===== src/rtl/fetch_ifid_pkg.sv =====
// rtl/fetch_ifid_pkg.sv - shared types and constants for the fetch stage
package fetch_ifid_pkg;

   // 16-bit machine word used for PCs and instructions
   typedef logic [15:0] word_t;

   // Fetch FSM: RUN fetches, HALT parks until a redirect
   typedef enum logic {
      RUN  = 1'b0,
      HALT = 1'b1
   } fetch_state_t;

   // Major opcode (bits 15:11) that stops fetching
   localparam logic [4:0] OP_HALT = 5'b00000;

   // Default bubble word injected into IF/ID
   localparam word_t NOP_INSTR_DEFAULT = 16'h0800;

   // PC step for 16-bit instructions
   localparam word_t PC_STEP = 16'd2;

   // True when an instruction word carries the HALT opcode
   function automatic logic is_halt(input word_t instr);
      return instr[15:11] == OP_HALT;
   endfunction

endpackage


===== src/rtl/fetch_ifid_ifid_reg.sv =====
// rtl/fetch_ifid_ifid_reg.sv - IF/ID pipeline register with enable and squash
module ifid_reg
   import fetch_ifid_pkg::*;
#(
   parameter word_t NOP_INSTR = NOP_INSTR_DEFAULT
) (
   input  logic  clk,
   input  logic  rst,
   input  logic  en,
   input  logic  squash,
   input  word_t instr_i,
   input  word_t pc_plus2_i,
   input  logic  valid_i,
   output word_t instr_o,
   output word_t pc_plus2_o,
   output logic  valid_o
);

   word_t instr_q;
   word_t pc_plus2_q;
   logic  valid_q;

   // Squash wins over a disabled enable so a redirect can clear a stalled stage
   always_ff @(posedge clk or posedge rst) begin
      if (rst) begin
         instr_q    <= NOP_INSTR;
         pc_plus2_q <= '0;
         valid_q    <= 1'b0;
      end else if (squash) begin
         instr_q    <= NOP_INSTR;
         pc_plus2_q <= '0;
         valid_q    <= 1'b0;
      end else if (en) begin
         instr_q    <= instr_i;
         pc_plus2_q <= pc_plus2_i;
         valid_q    <= valid_i;
      end
   end

   assign instr_o    = instr_q;
   assign pc_plus2_o = pc_plus2_q;
   assign valid_o    = valid_q;

endmodule


===== src/rtl/fetch_ifid.sv =====
// rtl/fetch_ifid.sv - instruction fetch stage: PC, RUN/HALT FSM and IF/ID register
module fetch_ifid
   import fetch_ifid_pkg::*;
#(
   parameter word_t RESET_PC  = 16'h0000,
   parameter word_t NOP_INSTR = NOP_INSTR_DEFAULT
) (
   input  logic        clk,
   input  logic        rst,
   input  logic        stall,
   input  logic        flush,
   input  logic [15:0] redirect_pc,
   output logic [15:0] imem_addr,
   input  logic [15:0] imem_data,
   input  logic        imem_ready,
   output logic [15:0] instr_out,
   output logic [15:0] pc_plus2_out,
   output logic        valid_out,
   output logic        halted,
   output logic        err
);

   word_t        pc_q, pc_d;
   fetch_state_t state_q, state_d;
   logic         err_q, err_d;
   word_t        pc_plus2;
   logic         ifid_en;
   logic         ifid_squash;

   assign pc_plus2 = pc_q + PC_STEP;

   // PC, FSM and sticky error state
   always_ff @(posedge clk or posedge rst) begin
      if (rst) begin
         pc_q    <= RESET_PC;
         state_q <= RUN;
         err_q   <= 1'b0;
      end else begin
         pc_q    <= pc_d;
         state_q <= state_d;
         err_q   <= err_d;
      end
   end

   // Next-PC priority mux: flush > stall > HALT > not ready > normal fetch
   always_comb begin
      pc_d        = pc_q;
      state_d     = state_q;
      err_d       = err_q;
      ifid_en     = 1'b0;
      ifid_squash = 1'b0;
      if (flush) begin
         // Redirects are forced to halfword alignment; an odd target is flagged
         pc_d        = {redirect_pc[15:1], 1'b0};
         state_d     = RUN;
         ifid_squash = 1'b1;
         if (redirect_pc[0]) begin
            err_d = 1'b1;
         end
      end else if (stall) begin
         pc_d = pc_q;
      end else if (state_q == HALT) begin
         ifid_squash = 1'b1;
      end else if (!imem_ready) begin
         ifid_squash = 1'b1;
      end else begin
         // The HALT word itself is delivered to decode as a valid instruction
         pc_d    = pc_plus2;
         ifid_en = 1'b1;
         if (is_halt(imem_data)) begin
            state_d = HALT;
         end
      end
   end

   ifid_reg #(
      .NOP_INSTR (NOP_INSTR)
   ) u_ifid_reg (
      .clk        (clk),
      .rst        (rst),
      .en         (ifid_en),
      .squash     (ifid_squash),
      .instr_i    (imem_data),
      .pc_plus2_i (pc_plus2),
      .valid_i    (1'b1),
      .instr_o    (instr_out),
      .pc_plus2_o (pc_plus2_out),
      .valid_o    (valid_out)
   );

   assign imem_addr = pc_q;
   assign halted    = (state_q == HALT);
   assign err       = err_q;

endmodule


===== config.mk =====
export PLATFORM = sky130hd
export DESIGN_NAME = fetch_ifid
export DESIGN_NICKNAME = d
export VERILOG_FILES = /design/src/rtl/fetch_ifid_pkg.sv /design/src/rtl/fetch_ifid_ifid_reg.sv /design/src/rtl/fetch_ifid.sv
export SDC_FILE = /design/constraint.sdc
export NUM_CORES = 1
export LEC_CHECK = 0
export ABC_AREA = 1
export BUFFER_PORTS_ARGS = -buffer_cell sky130_fd_sc_hd__buf_2
export CAP_MARGIN = 20
export CORE_MARGIN = 2
export CORE_UTILIZATION = 44
export DETAILED_ROUTE_END_ITERATION = 8
export GPL_TIMING_DRIVEN = 1
export PLACE_DENSITY = 0.85
export REMOVE_ABC_BUFFERS = 1
export SYNTH_ARGS = -nofsm -noshare
export SYNTH_HDL_FRONTEND = slang
export SYNTH_SLANG_ARGS = --single-unit

===== constraint.sdc =====
create_clock -name clk -period 1.58 [get_ports clk]
set_input_delay 0.316 -clock clk [delete_from_list [all_inputs] [get_ports clk]]
set_output_delay 0.316 -clock clk [all_outputs]
set_load 0.05 [all_outputs]

Word-level counts from Yosys, hierarchy flattened
Cells that the tools add are included.

Register bits after elaboration: 51. Latch bits: 0. RAM bits: 0. ROM bits: 0. Output and inout bits: 51. Memories kept: 0.

Add/subtract/negate cells: 1. Multiply operators: 0. Divide/modulo/power cells: 0. Order comparisons: 0. Equal/unequal tests: 2. Shift operators: 0. Multiplexer cells: 23. Bitwise operators: 0. Reductions and logical operators: 5.

Operators with widths (count): 16-bit 2-to-1 mux (8); 16-bit by 2-bit adder with 16-bit output, second input constant (1); 1-bit 2-to-1 mux (15); 5-bit zero test (1); 2-bit nonzero test (2); 3-bit AND reduction (1); 2-bit by 1-bit inequality test with 1-bit output, second input constant (1); 2-bit inequality test, second input constant (1); 2-bit AND reduction (1).

Depth between registers and ports, before layout
Word-level depth: 6. Mapped depth: 9. Mapped depth without buffers: 9.

Cells and area by module
Synthesis repeated with hierarchy kept, for this count alone.

Cells, all modules: 324. Area total of the unflattened synthesis: 2546.2 µm².

Modules (own cells, without submodules): ifid_reg (times used 1, cells an instance 145, area an instance 1327.5 µm², sequential area each 827.0 µm²); fetch_ifid (times used 1, cells an instance 179, area an instance 1218.7 µm², sequential area each 425.4 µm²).

Worst setup path before layout
Ideal clock, no wire load.

Path type: reg-to-reg. Start point: register pc_q[2], in the netlist imem_addr[2]. End point: register pc_q[9], in the netlist imem_addr[9]. Data arrival time: 1509 ps. Required time: 1462 ps. Setup slack: -47 ps. Stages on the path, launching flop included: 8. Cells stage by stage: dfrtp_1 > ha_1 > nand2_2 > nor2_4 > nand2_2 > xor2_1 > nand2_1 > nand2_1.

Cells in the longest elaborated chain, start to end: 5.

RTL lines: start: declaration (RTL line fetch_ifid.sv:23) `word_t pc_q, pc_d;`; start signal: assignment (RTL line fetch_ifid.sv:39) `pc_q <= pc_d;`; 16-bit by 2-bit adder with 16-bit output (RTL line fetch_ifid.sv:30) `assign pc_plus2 = pc_q + PC_STEP;`; 16-bit 2-to-1 mux (RTL line fetch_ifid.sv:64) `end else if (!imem_ready) begin`; 16-bit 2-to-1 mux (RTL line fetch_ifid.sv:62) `end else if (state_q == HALT) begin`; 16-bit 2-to-1 mux (RTL line fetch_ifid.sv:60) `end else if (stall) begin`; 16-bit 2-to-1 mux (RTL line fetch_ifid.sv:52) `if (flush) begin`.

Every way passes these cells. The select of a mux whose other input is x is not followed. A chain may end at the register's enable or synchronous reset.

Worst setup path after layout
Start point: register u_ifid_reg.instr_q[11], in the netlist u_ifid_reg.instr_o[11]. End point: output instr_out[11].

RTL lines: start: declaration (RTL line fetch_ifid_ifid_reg.sv:19) `word_t instr_q;`; start signal: assignment (RTL line fetch_ifid_ifid_reg.sv:34) `instr_q <= instr_i;`; end: declaration (RTL line fetch_ifid.sv:16) `output logic [15:0] instr_out,`.

No word-level cell between the ends.

==> summary.md <==
## Die
• 0.00596 mm^2 — Die Footprint
• 88 — num ports
• 0.00514 mm^2 — core region area
• 77.2 um — die height
• 77.2 um — Die Width
• 26 — Placement Rows
• 45.9% — initial standard-cell utilization of the core

## Clock network
• 0 — buffer count from post-CTS setup fixing
• 0.09 ns — Worst-path clk slew
• 49 — count of clock tree sinks
• 5 — number of clock buffers inserted by TritonCTS
• 2 — number of H-tree levels
• 0 — CTS resizes
• 0 — number of buffers inserted for hold repair after clock tree synthesis
• 0.31 ns — Worst-Skew Late Latency
• built — CTS tree
• 2 — maximum buffer depth of the clock tree
• sky130_fd_sc_hd__clkbuf_8 — library cell used as clock root buffer

## Critical path
• 1.26 ns — data required time of the worst path
• flop — crit start category
• 0.55 ns — max incr delay on CP
• 2 — Critical Path Fanout Max
• flop to output port — WS Path Type
• buf_2 — series of cell instances along the critical path
• imem_addr[1] — worst reg2reg path startpoint
• flip-flops — kind of cell adding the most delay to the critical path
• 1 — count of buffer and inverter cells on the critical path
• 1.11 ns — WP data arrival
• output port — element type at the critical path end
• imem_addr[9] — capturing point of the worst reg2reg path
• 0.22 ns — setup slack, reg-to-reg
• 7 — Reg2Reg Depth
• sky130_fd_sc_hd__dfstp_2 — cell type of the slowest stage on the worst timing path

## Synthesis
• 0.00236 mm^2 — netlist area before placement
• 100% — share of flip-flops with an asynchronous set or reset
• 33 — Unique masters post-synth
• 263 — Mapped Cells
• 8.97 um^2 — post-synthesis average cell area
• 52.0% — sequential fraction of the synthesis area
• 50.9% — Synth top area share
• 0 — count of synthesis-stage warnings from yosys
• 49 — total of flip-flops plus latches after synthesis
• sky130_fd_sc_hd__dfrtp_1 — flip-flop cell with the highest count after synthesis
• sky130_fd_sc_hd__dfrtp_1 — cell accounting for the most synthesized area
• 0 — count of flip-flops with a built-in enable after synthesis
• sky130_fd_sc_hd__dfrtp_1 (51%), sky130_fd_sc_hd__nand2_1 (14%), sky130_fd_sc_hd__a22o_1 (4.8%), sky130_fd_sc_hd__inv_1 (4.0%), sky130_fd_sc_hd__nand3_2 (3.0%) — leading post-synthesis cells by cell area

## Final layout
• 0 — ANT cells
• 946 um^2 — footprint of the multi-input gates
• 36.4% — fraction of layout cells with a size suffix above 1
• 0.00123 mm^2 — Storage cell area
• 26.2% — layout overhead on the synthesized area
• 389 — final net count
• 477 — Fillers
• sky130_fd_sc_hd__nand2_1 (85), sky130_fd_sc_hd__buf_2 (85), sky130_fd_sc_hd__dfrtp_1 (48) — most frequent cells in the layout

## Timing
• 0 — number of endpoints failing setup at the final stage
• 0.150 ns — PnR worst setup slack
• false — unrepaired setup endpoints after global routing
• 699 MHz — Max Fclk
• 12 — count of final hold-check violations
• 1.43 ns — time the final worst path needs with I/O delays and setup
• 0 — Final Max Tran Viols
• -0.0150 ns — worst hold slack
• 90.5% — share of the cycle needed by the critical path after routing
• 0.0107 ns — Final Skew

## Global routing
• 0 — total congestion overflow
• 5.41% — grt met3 use
• 9400 um — wire length of the first global-routing pass
• 26.5% — global routing met1 resource utilization
• 0 — number of antenna violations at the first check in global routing
• 19.9% — Total GRT Usage
• met2 — busiest metal layer after global routing
• 32.1% — global routing usage on met2
• 1982 — vias in the first global route
• 27 — largest net degree at the start of global routing

## Placed design
• 4160 um — detailed placer's ending HPWL
• 85 — Port Buf Inserts
• 0.850 — Final Wtd Congestion
• 0.248 ns — pre-CTS setup slack

## Job
• 0 — max capacitance violation total

## Route
• 0 — DRC violations left
• 13.2 um — mean routed wirelength per cell
• 4 — 1st-pass router iterations
• 70 — Initial DRC Count
• 4.90 — vias per inst
• 5580 um — sum of routed wire length over all layers
• 2069 — via count
• 0 — number of nets with antenna violations after routing

## Status
• complete, but fails checks — status
• hold timing — failing checks

## Hold path
• primary input to asynchronous set/reset pin — worst hold path type

## Pwr
• 0.458 mV — highest ir drop seen on vdd
• 1.67 nW — cell leakage power
• 1020 mW/mm^2 — power density over cell area
• 3.03 mW — overall power

## kinds of logic (layout without fill, tap and decap cells)
group           Yosys count  count (layout)  share of synthesized area (%)
simple gates            138             138                           28.0
fa+ha+maj                 1               1                          0.530
other cells               1               2                          0.159
compound gates           33              33                           10.5
buf+inv                  39             127                           8.01
xor+xnor                  2               2                          0.743
flops                    49              49                           52.0
## report_power, final
group | internal [mW] | switching (mW) | total (mW)
sequential | 1.33 | 0.0747 | 1.40
clock | 0.516 | 0.412 | 0.928
combinational | 0.182 | 0.520 | 0.702
total | 2.03 | 1.01 | 3.03
## routing by layer
metal / vias to the layer above / wire (um)
met2: 76 / 2680
met4: 0 / 44
met3: 6 / 424
met1: 964 / 2430
li1: 1023 / -
met5: - / 0
## per-stage QoR
stage	utilization [%]	TNS, ns	area, um^2	hold slack (ns)	instances
finish	57.9	0	2980	-0.0150	422
global route	57.9	0	2980	0.0169	422
CTS	57.9	0	2980	0.000660	422
detailed placement	55.6	0	2860	0.334	414
global placement	55.6	0	2860	0.336	414
floorplan	-	-0.0965	2290	0.379	255
## layout make-up
class,instances,share of cell area (%)
Timing Repair Buffer,89,16.1
Sequential cell,49,41.3
Tap cell,70,2.94
Clock buffer,7,2.90
Inverter,30,3.95
Clock inverter,1,1.01
Multi-Input combinational cell,176,31.8
## sequential cells by signal (all words and copies together) (netlist names)
| register | count |
|---|---|
| err | 1 |
| halted | 1 |
| imem_addr | 15 |
| u_ifid_reg.instr_o | 16 |
| u_ifid_reg.pc_plus2_o | 15 |
| u_ifid_reg.valid_o | 1 |
## how the worst max path moves through the flow
| stage | cells past startpoint | slack [ns] | to | from |
|---|---|---|---|---|
| 4_1_cts | 1 | 0.15 | instr_out[11] | u_ifid_reg.instr_o[11] |
| 6_report | 1 | 0.15 | instr_out[11] | u_ifid_reg.instr_o[11] |
| 2_1_floorplan | 7 | -0.05 | imem_addr[9] | imem_addr[2] |
| 3_5_place_dp | 7 | 0.25 | imem_addr[9] | imem_addr[2] |
| 5_1_grt | 6 | 0.10 | imem_addr[15] | imem_addr[2] |
| 3_3_place_gp | 7 | 0.29 | imem_addr[9] | imem_addr[2] |
## cells in the mapped netlist, types with 2 or more instances
cell,instances
sky130_fd_sc_hd__nor2_2,2
sky130_fd_sc_hd__nor2_4,3
sky130_fd_sc_hd__nand2_2,8
sky130_fd_sc_hd__inv_4,2
sky130_fd_sc_hd__buf_6,2
sky130_fd_sc_hd__nand3_1,13
sky130_fd_sc_hd__inv_1,25
sky130_fd_sc_hd__o211ai_1,2
sky130_fd_sc_hd__dfrtp_1,48
sky130_fd_sc_hd__inv_2,3
sky130_fd_sc_hd__nand3_2,7
sky130_fd_sc_hd__o21ai_0,10
sky130_fd_sc_hd__o21bai_2,2
sky130_fd_sc_hd__a22o_1,13
sky130_fd_sc_hd__nand2_1,85
sky130_fd_sc_hd__nor2_1,10
sky130_fd_sc_hd__buf_4,2
sky130_fd_sc_hd__buf_2,3
sky130_fd_sc_hd__o21bai_1,2
sky130_fd_sc_hd__xor2_1,2
sky130_fd_sc_hd__nand4_1,7
Power figures use the tool's default switching activity.
